## src/rtl/systolic_drain_pkg.sv

```systemverilog
// Shared widths and the FIFO entry layout for the systolic result drain.
// The entry struct is sized from the default array geometry below.
package systolic_pkg;

  localparam int D_W_DEF = 8;
  localparam int N_DEF   = 3;
  localparam int M_DEF   = 6;
  localparam int FD_DEF  = 4;

  function automatic int addr_w(input int m);
    return (m * m > 1) ? $clog2(m * m) : 1;
  endfunction

  function automatic int col_w(input int m);
    return (m > 1) ? $clog2(m) : 1;
  endfunction

  function automatic int blk_w(input int m, input int n);
    return (m / n > 1) ? $clog2(m / n) : 1;
  endfunction

  typedef struct packed {
    logic [2*D_W_DEF-1:0]      data;
    logic [addr_w(M_DEF)-1:0]  addr;
  } drain_entry_t;

endpackage

```

## src/rtl/systolic_drain_if.sv

```systemverilog
// Lane capture and result-memory write port of the drain.
// Handshake: a write transfers on any clock edge where wr_en && wr_ready; while wr_en is high
// and wr_ready low, wr_addr/wr_data hold. Lanes have no backpressure: valid_m2 is a strobe.
interface systolic_drain_if
  import systolic_pkg::*;
#(
  parameter int D_W = D_W_DEF,
  parameter int N   = N_DEF,
  parameter int M   = M_DEF
);
  logic                       start;
  logic [N-1:0][2*D_W-1:0]    m2;
  logic [N-1:0]               valid_m2;
  logic                       wr_en;
  logic                       wr_ready;
  logic [addr_w(M)-1:0]       wr_addr;
  logic [2*D_W-1:0]           wr_data;
  logic                       busy;
  logic                       done;
  logic                       overflow;

  modport master (
    output start, m2, valid_m2, wr_ready,
    input  wr_en, wr_addr, wr_data, busy, done, overflow
  );

  modport slave (
    input  start, m2, valid_m2, wr_ready,
    output wr_en, wr_addr, wr_data, busy, done, overflow
  );
endinterface

```

## src/rtl/systolic_drain_fifo.sv

```systemverilog
// Per-lane synchronous FIFO; head is visible combinationally on dout.
// A push into a full FIFO is taken only when the same cycle also pops.
module drain_fifo #(
  parameter int FD = 4,
  parameter int W  = 22
) (
  input  logic         clk,
  input  logic         rst,
  input  logic         clear,
  input  logic         push,
  input  logic         pop,
  input  logic [W-1:0] din,
  output logic [W-1:0] dout,
  output logic         full,
  output logic         empty
);
  localparam int PW = $clog2(FD);

  logic [W-1:0]  mem [FD];
  logic [PW-1:0] wp, rp;
  logic [PW:0]   cnt;
  logic          do_push, do_pop;

  assign full    = (cnt == (PW+1)'(FD));
  assign empty   = (cnt == '0);
  assign do_push = push && (!full || pop);
  assign do_pop  = pop && !empty;
  assign dout    = mem[rp];

  always_ff @(posedge clk or negedge rst) begin
    if (!rst) begin
      wp  <= '0;
      rp  <= '0;
      cnt <= '0;
    end else if (clear) begin
      wp  <= '0;
      rp  <= '0;
      cnt <= '0;
    end else begin
      if (do_push) wp <= wp + 1'b1;
      if (do_pop)  rp <= rp + 1'b1;
      case ({do_push, do_pop})
        2'b10:   cnt <= cnt + 1'b1;
        2'b01:   cnt <= cnt - 1'b1;
        default: cnt <= cnt;
      endcase
    end
  end

  always_ff @(posedge clk) begin
    if (do_push && !clear) mem[wp] <= din;
  end
endmodule

```

## src/rtl/systolic_drain.sv

```systemverilog
// Buffers skewed systolic row outputs per lane and serializes them round-robin into the
// row-major result memory; reports busy/done/overflow to the controller.
module systolic_drain
  import systolic_pkg::*;
#(
  parameter int D_W = D_W_DEF,
  parameter int N   = N_DEF,
  parameter int M   = M_DEF,
  parameter int FD  = FD_DEF
) (
  input  logic               clk,
  input  logic               rst,
  systolic_drain_if.slave    bus,
  output logic [1:0]         dbg_state
);
  localparam int AW  = addr_w(M);
  localparam int CW  = col_w(M);
  localparam int BW  = blk_w(M, N);
  localparam int LW  = (N > 1) ? $clog2(N) : 1;
  localparam int EW  = $bits(drain_entry_t);
  localparam int WCW = $clog2(M * M + 1);

  localparam logic [1:0] S_IDLE = 2'd0;
  localparam logic [1:0] S_BUSY = 2'd1;
  localparam logic [1:0] S_DONE = 2'd2;

  logic [1:0]    state;
  logic          ovf, locked, any_ne, live, wr_en;
  logic [LW-1:0] rr, grant, lock_lane;
  logic [WCW-1:0] wcnt;
  logic [N-1:0]  full, empty, push, pop, drop_full, lane_done;
  drain_entry_t  din  [N];
  drain_entry_t  dout [N];

  assign live = (state == S_BUSY) && !bus.start;

  for (genvar k = 0; k < N; k++) begin : g_lane
    logic [CW-1:0] col;
    logic [BW-1:0] blk;

    assign din[k] = '{data: bus.m2[k], addr: AW'((int'(blk) * N + k) * M + int'(col))};
    assign push[k]      = live && bus.valid_m2[k] && !lane_done[k] && (!full[k] || pop[k]);
    assign drop_full[k] = live && bus.valid_m2[k] && !lane_done[k] && full[k] && !pop[k];

    drain_fifo #(.FD(FD), .W(EW)) u_fifo (
      .clk(clk), .rst(rst), .clear(bus.start),
      .push(push[k]), .pop(pop[k]), .din(din[k]), .dout(dout[k]),
      .full(full[k]), .empty(empty[k])
    );

    // Lane address walks col fastest, then block; the lane retires after its last column.
    always_ff @(posedge clk or negedge rst) begin
      if (!rst) begin
        col          <= '0;
        blk          <= '0;
        lane_done[k] <= 1'b0;
      end else if (bus.start) begin
        col          <= '0;
        blk          <= '0;
        lane_done[k] <= 1'b0;
      end else if (push[k]) begin
        if (col == CW'(M - 1)) begin
          col <= '0;
          if (blk == BW'(M / N - 1)) lane_done[k] <= 1'b1;
          else                       blk <= blk + 1'b1;
        end else begin
          col <= col + 1'b1;
        end
      end
    end
  end

  // A stalled grant is locked so a lane filling up ahead of it cannot steal the port.
  always_comb begin
    int idx;
    idx    = 0;
    grant  = lock_lane;
    any_ne = 1'b0;
    if (locked) begin
      any_ne = !empty[lock_lane];
    end else begin
      for (int i = 0; i < N; i++) begin
        idx = (int'(rr) + i) % N;
        if (!any_ne && !empty[idx]) begin
          any_ne = 1'b1;
          grant  = LW'(idx);
        end
      end
    end
  end

  assign wr_en = (state == S_BUSY) && any_ne;

  always_comb begin
    pop = '0;
    if (wr_en && bus.wr_ready) pop[grant] = 1'b1;
  end

  always_ff @(posedge clk or negedge rst) begin
    if (!rst) begin
      state     <= S_IDLE;
      ovf       <= 1'b0;
      rr        <= '0;
      locked    <= 1'b0;
      lock_lane <= '0;
      wcnt      <= '0;
    end else if (bus.start) begin
      state     <= S_BUSY;
      ovf       <= 1'b0;
      rr        <= '0;
      locked    <= 1'b0;
      lock_lane <= '0;
      wcnt      <= '0;
    end else begin
      if (|drop_full) ovf <= 1'b1;
      locked    <= wr_en && !bus.wr_ready;
      lock_lane <= grant;
      if (wr_en && bus.wr_ready) begin
        rr   <= (grant == LW'(N - 1)) ? '0 : grant + 1'b1;
        wcnt <= wcnt + 1'b1;
        if (wcnt == WCW'(M * M - 1)) state <= S_DONE;
      end
    end
  end

  assign bus.wr_en    = wr_en;
  assign bus.wr_addr  = wr_en ? dout[grant].addr : '0;
  assign bus.wr_data  = wr_en ? dout[grant].data : '0;
  assign bus.busy     = (state == S_BUSY);
  assign bus.done     = (state == S_DONE);
  assign bus.overflow = ovf;
  assign dbg_state    = state;
endmodule

```

## src/flat_wrapper.sv

```systemverilog
// flat-port wrapper written by rule: the top's interface ports become plain ports
module systolic_drain_flat import systolic_pkg::*;
#(
  parameter int D_W = D_W_DEF,
  parameter int N   = N_DEF,
  parameter int M   = M_DEF,
  parameter int FD  = FD_DEF
)
  (clk, rst, dbg_state, bus_start, bus_m2, bus_valid_m2, bus_wr_ready, bus_wr_en, bus_wr_addr, bus_wr_data, bus_busy, bus_done, bus_overflow);
  systolic_drain_if #(.D_W(D_W), .N(N), .M(M)) bus_i ();
  input  logic clk;
  input  logic rst;
  output logic [1:0] dbg_state;
  input wire logic [$bits(bus_i.start)-1:0] bus_start;
  input wire logic [$bits(bus_i.m2)-1:0] bus_m2;
  input wire logic [$bits(bus_i.valid_m2)-1:0] bus_valid_m2;
  input wire logic [$bits(bus_i.wr_ready)-1:0] bus_wr_ready;
  output wire logic [$bits(bus_i.wr_en)-1:0] bus_wr_en;
  output wire logic [$bits(bus_i.wr_addr)-1:0] bus_wr_addr;
  output wire logic [$bits(bus_i.wr_data)-1:0] bus_wr_data;
  output wire logic [$bits(bus_i.busy)-1:0] bus_busy;
  output wire logic [$bits(bus_i.done)-1:0] bus_done;
  output wire logic [$bits(bus_i.overflow)-1:0] bus_overflow;
  assign bus_i.start = bus_start;
  assign bus_i.m2 = bus_m2;
  assign bus_i.valid_m2 = bus_valid_m2;
  assign bus_i.wr_ready = bus_wr_ready;
  assign bus_wr_en = bus_i.wr_en;
  assign bus_wr_addr = bus_i.wr_addr;
  assign bus_wr_data = bus_i.wr_data;
  assign bus_busy = bus_i.busy;
  assign bus_done = bus_i.done;
  assign bus_overflow = bus_i.overflow;
  systolic_drain #(.D_W(D_W), .N(N), .M(M), .FD(FD)) u_core (.clk(clk), .rst(rst), .bus(bus_i), .dbg_state(dbg_state));
endmodule
```

## config.mk

```make
export PLATFORM = sky130hd
export DESIGN_NAME = systolic_drain_flat
export DESIGN_NICKNAME = d
export VERILOG_FILES = /design/src/rtl/systolic_drain_pkg.sv /design/src/rtl/systolic_drain_if.sv /design/src/rtl/systolic_drain_fifo.sv /design/src/rtl/systolic_drain.sv /design/src/flat_wrapper.sv
export SDC_FILE = /design/constraint.sdc
export NUM_CORES = 1
export LEC_CHECK = 0
export ABC_AREA = 1
export BUFFER_PORTS_ARGS = -buffer_cell sky130_fd_sc_hd__buf_4
export CAP_MARGIN = 20
export CORE_MARGIN = 3
export CORE_UTILIZATION = 55
export DETAILED_ROUTE_END_ITERATION = 8
export GPL_TIMING_DRIVEN = 0
export HOLD_SLACK_MARGIN = 0.06
export PLACE_DENSITY = 0.8
export SLEW_MARGIN = 25
export SYNTH_ARGS = -nofsm -noshare
export SYNTH_HDL_FRONTEND = slang
export SYNTH_SLANG_ARGS = --single-unit
export TNS_END_PERCENT = 20
```

## constraint.sdc

```tcl
create_clock -name clk -period 4.3 [get_ports clk]
set_input_delay 0.86 -clock clk [delete_from_list [all_inputs] [get_ports clk]]
set_output_delay 0.86 -clock clk [all_outputs]
set_load 0.05 [all_outputs]
```

==> results of run 1 <==
through the flow:
| stage | worst slack [ns] | utilization | total power, mW |
|---|---|---|---|
| floorplan | -0.393 | - | 7.48 |
| global placement | -0.0214 | 0.612 | 9.23 |
| detailed placement | 0.389 | 0.618 | 9.39 |
| CTS | 0.0310 | 0.660 | 12.0 |
| global route | -0.0207 | 0.665 | 12.9 |
| finish | 0.152 | 0.665 | 12.4 |
path summary, 6_finish.rpt:
kind / startpoint / to
max: u_core.rr[0] / bus_wr_addr[2]
min in group clk: bus_wr_ready / u_core.locked
min reg2reg: u_core.lane_done[2] / u_core.lane_done[2]
max reg2reg: u_core.rr[0] / u_core.g_lane[0].u_fifo.mem[1][0]
min: rst / u_core.dbg_state[0]
max in group asynchronous: rst / u_core.g_lane[0].blk
registers in the layout, summed over array words and instances (netlist names), 2 cells and up:
| register | flops |
|---|---|
| u_core.dbg_state | 2 |
| u_core.g_lane.blk | 3 |
| u_core.g_lane.col | 9 |
| u_core.g_lane.u_fifo.cnt | 9 |
| u_core.g_lane.u_fifo.mem | 260 |
| u_core.g_lane.u_fifo.rp | 6 |
| u_core.g_lane.u_fifo.wp | 6 |
| u_core.lane_done | 3 |
| u_core.lock_lane | 2 |
| u_core.rr | 2 |
| u_core.wcnt | 6 |
synthesized netlist by cell type, drive strengths merged:
library cell  count  share of area
fa                4         0.0059
a22oi             1        0.00055
a211oi           21          0.012
clkinv            4         0.0012
or2               1        0.00046
nand3b            1        0.00055
xor2              3         0.0019
nand2           159          0.050
edfxtp          260           0.58
ha               24          0.022
inv             103          0.028
o21ai           178          0.066
and3              1        0.00046
a31oi             1        0.00046
dfrtp            50          0.092
o22ai            47          0.022
clkbuf           46          0.013
nor3              7         0.0026
o2111ai           1        0.00065
nor2            152          0.049
a21oi            56          0.021
or4               1        0.00083
nand4            11         0.0055
o31ai             1        0.00055
nand3            50          0.024
o21a              1        0.00055
buf               8         0.0032
worst reg2reg max path, delay by kind of cell, from the launching register on:
| family | cells | cell delay [ns] |
|---|---|---|
| buffers and inverters | 5 | 0.47 |
| DFF | 1 | 0.37 |
| and+or+nand+nor | 12 | 1.88 |
| adders and majority gates | 1 | 0.31 |
power groups by stage:
stage / clock network [mW] / registers (mW) / logic [mW]
floorplan: 0 / 3.70 / 3.78
global placement: 0 / 3.72 / 5.52
detailed placement: 0 / 3.73 / 5.66
CTS: 2.50 / 3.67 / 5.88
global route: 2.61 / 3.69 / 6.57
finish: 2.48 / 3.67 / 6.21
kinds of logic (layout without fill, tap and decap cells):
| kind of cell | count (synthesis) | in the layout | synth area share |
|---|---|---|---|
| AND/OR/NAND/NOR | 383 | 383 | 0.133 |
| flip-flops | 310 | 310 | 0.668 |
| AO/OA/AOI/OAI | 307 | 307 | 0.124 |
| buffers and inverters | 161 | 305 | 0.0456 |
| adder cells (fa/ha/maj) | 28 | 28 | 0.0280 |
| XOR/XNOR | 3 | 3 | 0.00194 |
metal layers:
layer,global-route usage,share of wire
met1,0.338,0.40
met2,0.403,0.48
met3,0.0439,0.086
met4,0.0800,0.027
met5,0,0
what timing repair did:
| action | in CTS | in global routing |
|---|---|---|
| resized for setup | 22 | 34 |
| pin swaps | 2 | 8 |
| hold buffers | 0 | 0 |
| endpoints found under the setup margin | 20 | 21 |
| buffers inserted | 1 | 3 |
| endpoints found under the hold margin | 0 | 0 |
cell usage in the layout, fill, tap and decap left out, types with 2 or more instances in the layout:
cell type,synthesis,final
xor2_1,3,3
clkinv_1,3,7
nand3_1,40,40
dfrtp_1,50,50
clkbuf_8,0,4
buf_6,0,8
edfxtp_1,260,260
nand2_4,7,8
nand3_2,7,7
o21ai_1,17,27
a21oi_2,3,3
buf_4,2,84
inv_2,12,13
a211oi_2,0,11
nand2_1,141,138
nor2_8,2,2
nand4_1,10,10
fa_1,4,4
nor2_2,3,5
a21oi_1,53,53
nor2_1,140,125
a211oi_1,21,10
o21ai_0,159,146
clkbuf_2,0,4
nor3_1,7,7
o21ai_2,2,5
clkbuf_1,46,49
clkbuf_16,0,31
inv_1,91,90
o22ai_1,47,47
clkinv_2,1,9
nor2_4,7,20
nand3_4,3,3
ha_1,24,22
nand2_2,11,13
area by class of cell:
| class | instances | area, µm² | area share |
|---|---|---|---|
| Sequential cell | 310 | 9060 | 0.572 |
| Multi-Input combinational cell | 721 | 4090 | 0.258 |
| Clock buffer | 42 | 857 | 0.0541 |
| Timing Repair Buffer | 88 | 707 | 0.0446 |
| Inverter | 107 | 403 | 0.0254 |
| Tap cell | 319 | 399 | 0.0252 |
| Buffer | 54 | 243 | 0.0153 |
| Clock inverter | 14 | 78.8 | 0.00498 |
==> summary.txt, run 1 <==
Starting DRT DRC Count -> 1245
Final hold slack -> 0.347 ns
Synth warn -> 0
# diodes -> 0
DPL Wire Length -> 21900 µm
Top delay family on crit path -> simple AND/OR/NAND/NOR gates
Io pins -> 83
Setup TNS -> 0 ns
Finished Layout Cells -> 1655
H-tree depth -> 1
Die height -> 163 µm
Wire per inst -> 20.0 µm
Worst Path Buf+Inv -> 6
Min Tclk post-route -> 4.15 ns
Root buffer cell -> clkbuf_16
GPL Wtd Cong -> 0.856
Clock power frac -> 0.200
Via/cell ratio -> 5.85
Reg clk slew, reported paths -> 0.06 ns
Nets -> 1395
Max cap viols -> 0
Startpoint Class -> register
Flop pwr share -> 0.297
# port buffers -> 82
Row count -> 56
WS Path Type -> register to primary output
Status -> finished, final reports clean
Latest clock arrival within the worst-skew pair -> 0.56 ns
Filler instances -> 1724
Syn_area_per_cell -> 11.4 µm²
Synth cell types -> 42
CTS Buf Count -> 30
Largest net degree at the start of global routing -> 51
P_int -> 6.69 mW
Initial antenna violation count -> 0
Seq/Total Area, Yosys -> 0.668
Post-Syn Instances -> 1192
Finished Cell Area -> 15800 µm²
CP max stage delay -> 0.37 ns
Cell Area, Synth -> 13600 µm²
Levels on crit path -> 18
P&R area growth vs syn -> 16.7%
Sw frac -> 0.459
Pleak -> 6.02 nW
Share of cells above drive strength 1 -> 0.180
Max Root-Sink Buffers -> 3
Total clock sinks -> 310
Worst R2R Path Depth -> 18
Period utilization -> 0.965
Cell Area, Placed -> 14700 µm²
Comb power frac -> 0.503
Most common cell type on the critical path -> inv_2
Drt drc -> 0
Final-report setup violation count -> 0
Die Area -> 26600 µm²
Vias in the first global route -> 9386
Reg-to-reg slack, setup -> 0.88 ns
Pins Over Slew Limit -> 0
Initial DRT Pass Iterations -> 6
GRT Total Usage -> 0.246
Final Hold Viols -> 0
Final antenna-violating net count -> 0
Total gr overflow -> 0
Cells along the critical path -> inv_1 -> ha_4 -> inv_2 -> nand3_1 -> nor2_2 -> inv_2 -> nand2_4 -> nand3_4 -> nand2_1 -> nor2_1 -> nor2_2 -> nor2_4 -> nor2_4 -> inv_2 -> buf_6 -> nor2_1 -> a211oi_1 -> buf_4
Vias -> 9690
Syn nets -> 1275
#FFs+latches synth -> 310
CP endpoint kind -> primary output
Core area -> 23800 µm²
Sw Pwr -> 5.67 mW
Clock skew -> 0.0164 ns
Worst relative slew slack -> 0.496
Power Density -> 781 nW/µm²
TritonCTS clock tree -> done
HP Class -> input pin to async pin
Post-Route WL -> 33200 µm
WP data arrival -> 3.29 ns
Dpl cells -> 1595
First-pass GRT wire length -> 50700 µm
Critical Path RT -> 3.44 ns
Worst-Margin Slew -> 0.754 ns
Fmax -> 241 MHz
Max stage delay cell, worst path -> dfrtp_1
Crit-path max FO -> 10
Die Wd -> 163 µm
Maximum VDD drop -> 1.22 mV
Starting density of the core -> 0.570
(Power assumes the default switching activity.)
==> run 2: changes to the inputs <==
--- a/config.mk
+++ b/config.mk
@@ -9,13 +9,14 @@
 export BUFFER_PORTS_ARGS = -buffer_cell sky130_fd_sc_hd__buf_4
 export CAP_MARGIN = 20
 export CORE_MARGIN = 3
-export CORE_UTILIZATION = 55
+export CORE_UTILIZATION = 54
 export DETAILED_ROUTE_END_ITERATION = 8
 export GPL_TIMING_DRIVEN = 0
 export HOLD_SLACK_MARGIN = 0.06
-export PLACE_DENSITY = 0.8
+export PLACE_DENSITY = 0.79
 export SLEW_MARGIN = 25
 export SYNTH_ARGS = -nofsm -noshare
 export SYNTH_HDL_FRONTEND = slang
+export SYNTH_HIERARCHICAL = 1
 export SYNTH_SLANG_ARGS = --single-unit
 export TNS_END_PERCENT = 20
==> summary.txt, run 2 <==
Status -> finished, final reports clean (unchanged)
Maximum VDD drop -> 1.92 mV (was 1.22 mV)
Initial antenna violation count -> 0 (unchanged)
Startpoint Class -> register (unchanged)
H-tree depth -> 1 (unchanged)
CP max stage delay -> 0.41 ns (was 0.37 ns)
#FFs+latches synth -> 314 (was 310)
Total gr overflow -> 0 (unchanged)
Area share of xor/xnor cells in the synthesized design -> 0.00251 (was 0.00194)
R2R Path Start -> u_core/rr[0] (was u_core.rr[0])
Adder-Cell Fraction of Synth Area -> 0.0291 (was 0.0280)
Max cap viols -> 0 (unchanged)
Worst R2R Path Depth -> 19 (was 18)
# port buffers -> 82 (unchanged)
Cell Area, Synth -> 13900 µm² (was 13600 µm²)
Final-report setup violation count -> 0 (unchanged)
GPL Wtd Cong -> 0.833 (was 0.856)
Comb power frac -> 0.504 (was 0.503)
Core area -> 25300 µm² (was 23800 µm²)
Period utilization -> 0.958 (was 0.965)
Primary FF master, synth -> edfxtp_1 (unchanged)
CTS Buf Count -> 30 (unchanged)
Min Tclk post-route -> 4.12 ns (was 4.15 ns)
Power Density -> 793 nW/µm² (was 781 nW/µm²)
Reg-to-reg slack, setup -> 0.67 ns (was 0.88 ns)
Largest net degree at the start of global routing -> 51 (unchanged)
Nets -> 1451 (was 1395)
Crit-path max FO -> 10 (unchanged)
Worst-Margin Slew -> 0.778 ns (was 0.754 ns)
Total power -> 12.8 mW (was 12.4 mW)
Setup Buffers After CTS -> 0 (was 1)
Die height -> 167 µm (was 163 µm)
Worst relative slew slack -> 0.480 (was 0.496)
Pins Over Slew Limit -> 0 (unchanged)
Io pins -> 83 (unchanged)
Sw frac -> 0.457 (was 0.459)
Share of cells above drive strength 1 -> 0.187 (was 0.180)
Via/cell ratio -> 5.74 (was 5.85)
HP Class -> input pin to async pin (unchanged)
P_int -> 6.97 mW (was 6.69 mW)
Syn_area_per_cell -> 11.2 µm² (was 11.4 µm²)
Largest regs -> u_core/g_lane.u_fifo/mem (264), u_core/g_lane.col (9), u_core/g_lane.u_fifo/cnt (9) (was u_core.g_lane.u_fifo.mem (260), u_core.g_lane.col (9), u_core.g_lane.u_fifo.cnt (9))
Max Root-Sink Buffers -> 3 (unchanged)
RSZ-0062 raised after global routing -> no
Latest clock arrival within the worst-skew pair -> 0.55 ns (was 0.56 ns)
DPL Wire Length -> 21800 µm (was 21900 µm)
Synth area leaders -> edfxtp_1 57%, dfrtp_1 9.0%, nor2_1 4.7% (was edfxtp_1 58%, dfrtp_1 9.2%, o21ai_0 5.9%)
# diodes -> 0 (unchanged)
Synth cell types -> 43 (was 42)
Post-synth ARST share -> 0.159 (was 0.161)
Starting DRT DRC Count -> 1135 (was 1245)
Post-Synth Simple-Gate Area -> 0.154 (was 0.133)
Most frequent cells after synthesis -> 264 x edfxtp_1, 173 x nor2_1, 162 x nand2_1, 108 x o21ai_0, 104 x inv_1 (was 260 x edfxtp_1, 159 x o21ai_0, 141 x nand2_1, 140 x nor2_1, 91 x inv_1)
First-pass GRT wire length -> 51500 µm (was 50700 µm)
Reg clk slew, reported paths -> 0.06 ns (about the same)
Initial DRT Pass Iterations -> 6 (unchanged)
Drt drc -> 0 (unchanged)
Most frequent cells in the layout -> 264 x edfxtp_1, 162 x nand2_1, 161 x nor2_1, 108 x o21ai_0, 104 x inv_1 (was 260 x edfxtp_1, 146 x o21ai_0, 138 x nand2_1, 125 x nor2_1, 90 x inv_1)
Final Hold Viols -> 0 (unchanged)
P&R area growth vs syn -> 16.1% (was 16.7%)
Post_cts resized -> 0 (was 22)
Max stage delay cell, worst path -> dfrtp_1 (unchanged)
WP data arrival -> 3.26 ns (was 3.29 ns)
Critical Path RT -> 3.44 ns (about the same)
GRT Total Usage -> 0.231 (was 0.246)
Total clock sinks -> 314 (was 310)
Most common cell after layout, fill and taps aside -> edfxtp_1 (unchanged)
Setup WS post-layout -> 0.182 ns (was 0.152 ns)
Post-layout util -> 0.641 (was 0.665)
Area leader, netlist -> edfxtp_1 (unchanged)
Pleak -> 6.34 nW (was 6.02 nW)
Max FFs per register -> 264 (was 260)
Wire per inst -> 19.1 µm (was 20.0 µm)
Root buffer cell -> clkbuf_16 (unchanged)
Die Area -> 27800 µm² (was 26600 µm²)
Starting density of the core -> 0.552 (was 0.570)
Row count -> 58 (was 56)
Seq/Total Area, Yosys -> 0.658 (was 0.668)
Cells along the critical path -> inv_1 -> ha_1 -> inv_2 -> nand2_2 -> nand2_2 -> inv_2 -> nor2_4 -> nand3_2 -> nand2_1 -> nand2_4 -> nand2_4 -> nand2_1 -> inv_2 -> buf_4 -> nand2_1 -> nand3_1 -> nand2_1 -> inv_1 -> buf_4 (was inv_1 -> ha_4 -> inv_2 -> nand3_1 -> nor2_2 -> inv_2 -> nand2_4 -> nand3_4 -> nand2_1 -> nor2_1 -> nor2_2 -> nor2_4 -> nor2_4 -> inv_2 -> buf_6 -> nor2_1 -> a211oi_1 -> buf_4)
Clock skew -> 0.0168 ns (was 0.0164 ns)
Vias -> 9871 (was 9690)
TritonCTS clock tree -> done (unchanged)
Flop pwr share -> 0.286 (was 0.297)
Vias in the first global route -> 9607 (was 9386)
Most frequent cell after synthesis -> edfxtp_1 (unchanged)
Post-Route WL -> 32800 µm (was 33200 µm)
Post-Syn Instances -> 1246 (was 1192)
Largest family of logic cells by synthesized area -> simple AND/OR/NAND/NOR gates (unchanged)
Hold-fix buffers, CTS -> 0 (unchanged)
Die Wd -> 167 µm (was 163 µm)
WS Path Type -> register to primary output (unchanged)
Clock power frac -> 0.211 (was 0.200)
Worst r2r dst -> u_core/g_lane[0].u_fifo/mem[2][4] (was u_core.g_lane[0].u_fifo.mem[1][0])
Final antenna-violating net count -> 0 (unchanged)
Post-synth EDFFs -> 264 (was 260)
Multiplexer area fraction after synthesis -> 0 (unchanged)
Fmax -> 243 MHz (was 241 MHz)
Dpl ws -> 0.697 ns (was 0.389 ns)
Synth warn -> 6 (was 0)
CP endpoint kind -> primary output (unchanged)
Most common cell type on the critical path -> nand2_1 (was inv_2)
Area share of the largest cell type after synthesis -> 0.569 (was 0.575)
Sw Pwr -> 5.86 mW (was 5.67 mW)
Largest register by flop count -> u_core/g_lane.u_fifo/mem (was u_core.g_lane.u_fifo.mem)
Synth Area in Compound Gates -> 0.102 (was 0.124)
## run 2: cell types whose count changed after synthesis, moves of 20 or more
cell	change
nor2_1	+33
buf_2	+20
clkbuf_1	-33
a21oi_1	-32
o21ai_0	-51
nand2_1	+21
a211oi_1	-20
o21ai_1	+33
## run 2: final cells by class
type / instances / area, µm²
multi-input cells: 759 / 4100
well taps: 330 / 413
flip-flops and latches: 314 / 9180
clock inverters: 14 / 179
fillers: 1892 / 9070
inverters: 123 / 468
plain buffers: 53 / 292
repair buffers: 85 / 698
clock buffers: 41 / 853
## run 2: power by group through the flow
| stage | registers (mW) | clock network, mW | logic (mW) |
|---|---|---|---|
| CTS | 3.66 | 2.75 | 6.43 |
| global placement | 3.72 | 0 | 6.23 |
| floorplan | 3.69 | 0 | 4.48 |
| global route | 3.68 | 2.87 | 6.92 |
| finish | 3.67 | 2.70 | 6.47 |
| detailed placement | 3.72 | 0 | 6.39 |
## run 2: logic make-up after synthesis
| group | after synthesis |
|---|---|
| other | 1 |
| AOI/OAI and AO/OA | 256 |
| DFF | 314 |
| buffers and inverters | 176 |
| and+or+nand+nor | 465 |
| xor gates and xnor gates | 4 |
| adders and majority gates | 30 |
## run 2: worst max-delay path by stage
stage / slack, ns / to / cells after the start / startpoint
2_1_floorplan: 0.60 / u_core/g_lane[1].u_fifo/mem[0][0] / 14 / u_core/dbg_state[0]
3_3_place_gp: -0.20 / u_core/g_lane[0].u_fifo/mem[0][17] / 11 / bus_start
3_5_place_dp: 0.70 / u_core/g_lane[0].u_fifo/mem[2][12] / 11 / bus_start
4_1_cts: 0.19 / bus_wr_addr[4] / 19 / u_core/rr[0]
5_1_grt: 0.02 / bus_wr_addr[4] / 19 / u_core/g_lane[2].u_fifo/cnt[0]
6_report: 0.18 / bus_wr_addr[4] / 19 / u_core/rr[0]
## run 2: routing by layer
metal	global-route usage	routed length, µm	vias to the layer above
li1	-	-	4571
met1	0.320	13400	4739
met2	0.382	15800	501
met3	0.0418	2740	60
met4	0.0621	772	0
met5	0	0	-
## run 2: through the flow
step	setup TNS (ns)	hold slack [ns]	area, µm²	cells
after detailed placement	0	0.514	15200	1664
after floorplan	0	0.496	14000	1249
after global placement	-21.91	0.507	15000	1661
after global routing	0	0.396	16200	1719
after CTS	0	0.377	16200	1719
final	0	0.352	16200	1719
## run 2: critical path, delay by kind of cell (launching register included)
kind | cells | cell delay (ns)
simple gates | 11 | 1.01
buf+inv | 7 | 0.92
flops | 1 | 0.41
fa+ha+maj | 1 | 0.37
==> run 3: changes to the inputs <==
--- a/config.mk
+++ b/config.mk
@@ -9,11 +9,11 @@
 export BUFFER_PORTS_ARGS = -buffer_cell sky130_fd_sc_hd__buf_4
 export CAP_MARGIN = 20
 export CORE_MARGIN = 3
-export CORE_UTILIZATION = 54
+export CORE_UTILIZATION = 45
 export DETAILED_ROUTE_END_ITERATION = 8
 export GPL_TIMING_DRIVEN = 0
 export HOLD_SLACK_MARGIN = 0.06
-export PLACE_DENSITY = 0.79
+export PLACE_DENSITY = 0.69
 export SLEW_MARGIN = 25
 export SYNTH_ARGS = -nofsm -noshare
 export SYNTH_HDL_FRONTEND = slang
==> summary.txt, run 3 (same netlist as run 2, synthesis figures left out) <==
P&R area growth vs syn -> 17.1% (was 16.1%)
Period utilization -> 0.945 (was 0.958)
Total clock sinks -> 314 (unchanged)
HP Class -> input pin to async pin (unchanged)
Hold-fix buffers, CTS -> 0 (unchanged)
Register Area -> 9180 µm² (unchanged)
# port buffers -> 82 (unchanged)
Latest clock arrival within the worst-skew pair -> 0.51 ns (was 0.55 ns)
Most common cell after layout, fill and taps aside -> edfxtp_1 (unchanged)
Setup WS post-layout -> 0.236 ns (was 0.182 ns)
Startpoint Class -> register (unchanged)
Max stage delay cell, worst path -> dfrtp_1 (unchanged)
Status -> finished, final reports clean (unchanged)
Maximum VDD drop -> 0.949 mV (was 1.92 mV)
Total gr overflow -> 0 (unchanged)
Row count -> 63 (was 58)
Final hold slack -> 0.403 ns (was 0.352 ns)
Final-report setup violation count -> 0 (unchanged)
Fmax -> 246 MHz (was 243 MHz)
Setup TNS -> 0 ns (unchanged)
Io pins -> 83 (unchanged)
Top delay family on crit path -> simple AND/OR/NAND/NOR gates (unchanged)
Share of cells above drive strength 1 -> 0.185 (was 0.187)
Worst Path Buf+Inv -> 7 (unchanged)
DPL Wire Length -> 22500 µm (was 21800 µm)
Largest register by flop count -> u_core/g_lane.u_fifo/mem (unchanged)
Vias -> 9810 (was 9871)
Filler instances -> 2545 (was 1892)
GPL Wtd Cong -> 0.820 (was 0.833)
Power Density -> 784 nW/µm² (was 793 nW/µm²)
Largest regs -> u_core/g_lane.u_fifo/mem (264), u_core/g_lane.col (9), u_core/g_lane.u_fifo/cnt (9) (unchanged)
Post-Route WL -> 33200 µm (was 32800 µm)
Pleak -> 6.36 nW (was 6.34 nW)
CP endpoint kind -> primary output (unchanged)
Max FFs per register -> 264 (unchanged)
Most common cell type on the critical path -> nand2_2 (was nand2_1)
Wire per inst -> 18.6 µm (was 19.1 µm)
Finished Layout Cells -> 1788 (was 1719)
Initial antenna violation count -> 0 (unchanged)
TritonCTS clock tree -> done (unchanged)
Initial DRT Pass Iterations -> 5 (was 6)
Wl on met1 -> 14100 µm (was 13400 µm)
GRT Total Usage -> 0.198 (was 0.231)
Die Area -> 33100 µm² (was 27800 µm²)
Vias in the first global route -> 9628 (was 9607)
Dpl ws -> 0.707 ns (was 0.697 ns)
Critical Path RT -> 3.44 ns (about the same)
Largest net degree at the start of global routing -> 51 (unchanged)
Crit-path max FO -> 10 (unchanged)
Via/cell ratio -> 5.49 (was 5.74)
Worst relative slew slack -> 0.497 (was 0.480)
WS Path Type -> register to primary output (unchanged)
Die height -> 182 µm (was 167 µm)
First-pass GRT wire length -> 51900 µm (was 51500 µm)
WL met2 -> 15700 µm (was 15800 µm)
Root buffer cell -> clkbuf_16 (unchanged)
H-tree depth -> 2 (was 1)
WP data arrival -> 3.20 ns (was 3.26 ns)
Clock skew -> 0.0165 ns (was 0.0168 ns)
DR WL met3 -> 2430 µm (was 2740 µm)
Most frequent cells in the layout -> 264 x edfxtp_1, 162 x nand2_1, 161 x nor2_1, 108 x o21ai_0, 104 x inv_1 (unchanged)
Drt drc -> 0 (unchanged)
Die Wd -> 182 µm (was 167 µm)
Core area -> 30100 µm² (was 25300 µm²)
Final Hold Viols -> 0 (unchanged)
Max cap viols -> 0 (unchanged)
# diodes -> 0 (unchanged)
Pins Over Slew Limit -> 0 (unchanged)
Dpl cells -> 1727 (was 1664)
Cells along the critical path -> inv_1 -> ha_1 -> inv_2 -> nand2_2 -> nand2_2 -> inv_2 -> nor2_4 -> nand3_1 -> nand2_2 -> nand2_2 -> nand2_2 -> nand2_1 -> inv_2 -> buf_4 -> nand2_1 -> nand3_1 -> nand2_1 -> inv_1 -> buf_4 (was inv_1 -> ha_1 -> inv_2 -> nand2_2 -> nand2_2 -> inv_2 -> nor2_4 -> nand3_2 -> nand2_1 -> nand2_4 -> nand2_4 -> nand2_1 -> inv_2 -> buf_4 -> nand2_1 -> nand3_1 -> nand2_1 -> inv_1 -> buf_4)
Post_cts resized -> 0 (unchanged)
Starting density of the core -> 0.463 (was 0.552)
Final antenna-violating net count -> 0 (unchanged)
Setup Buffers After CTS -> 0 (unchanged)
Starting DRT DRC Count -> 820 (was 1135)
Total power -> 12.8 mW (about the same)
Worst-Margin Slew -> 0.753 ns (was 0.778 ns)
RSZ-0062 raised after global routing -> no (unchanged)
CP max stage delay -> 0.41 ns (about the same)
Area of the multi-input gates -> 4100 µm² (unchanged)
Min Tclk post-route -> 4.06 ns (was 4.12 ns)
Max Root-Sink Buffers -> 3 (unchanged)
Nets -> 1458 (was 1451)
Top layer reached by signal wires -> met4 (unchanged)
CTS Buf Count -> 34 (was 30)
Reg clk slew, reported paths -> 0.06 ns (about the same)
==> run 3: cell types whose count changed in the layout (fill, tap and decap cells not counted), sizes merged <==
cell / change
bufinv: -4
buf: +3
clkinv: +1
inv: +2
clkbuf: +9
clkinvlp: -2
==> run 3: area by class of cell <==
class | instances | share of cell area
Sequential cell | 314 | 0.562
Multi-Input combinational cell | 759 | 0.251
Clock buffer | 50 | 0.0576
Timing Repair Buffer | 88 | 0.0478
Tap cell | 390 | 0.0299
Inverter | 123 | 0.0287
Buffer | 53 | 0.0179
Clock inverter | 11 | 0.00429
==> run 3: stage by stage <==
stage	utilization	area, µm²
after detailed placement	0.508	15300
final	0.542	16300
after global placement	0.500	15100
after global routing	0.542	16300
after CTS	0.542	16300
after floorplan	-	14000
==> run 3: final timing paths <==
kind	slack [ns]	startpoint	cells after the start	to
max	0.24	u_core/rr[0]	19	bus_wr_addr[1]
min	0.40	rst	1	u_core/wcnt[4]
max reg2reg	0.71	u_core/rr[0]	17	u_core/g_lane[0].u_fifo/mem[2][16]
min reg2reg	0.53	u_core/lane_done[2]	2	u_core/lane_done[2]
max in group asynchronous	3.41	rst	1	u_core/g_lane[0].u_fifo/cnt[2]
min in group clk	0.53	u_core/lane_done[2]	2	u_core/lane_done[2]
==> run 3: where the power goes <==
part | internal [mW] | switching, mW
clock | 1.52 | 1.12
sequential | 3.51 | 0.149
combinational | 1.84 | 4.65
total | 6.88 | 5.92
==> run 3: routing by layer <==
metal | vias to the layer above | GRT usage
met5 | - | 0
met4 | 0 | 0.0713
met1 | 4756 | 0.276
li1 | 4596 | -
met2 | 394 | 0.314
met3 | 64 | 0.0357
==> run 3: worst register-to-register path: cells and delay by family, from the launching register on <==
kind                       cells  cell delay, ns
and+or+nand+nor               11            1.94
buffers and inverters          4            0.38
AOI/OAI and AO/OA              1            0.12
DFF                            1            0.41
adders and majority gates      1            0.37
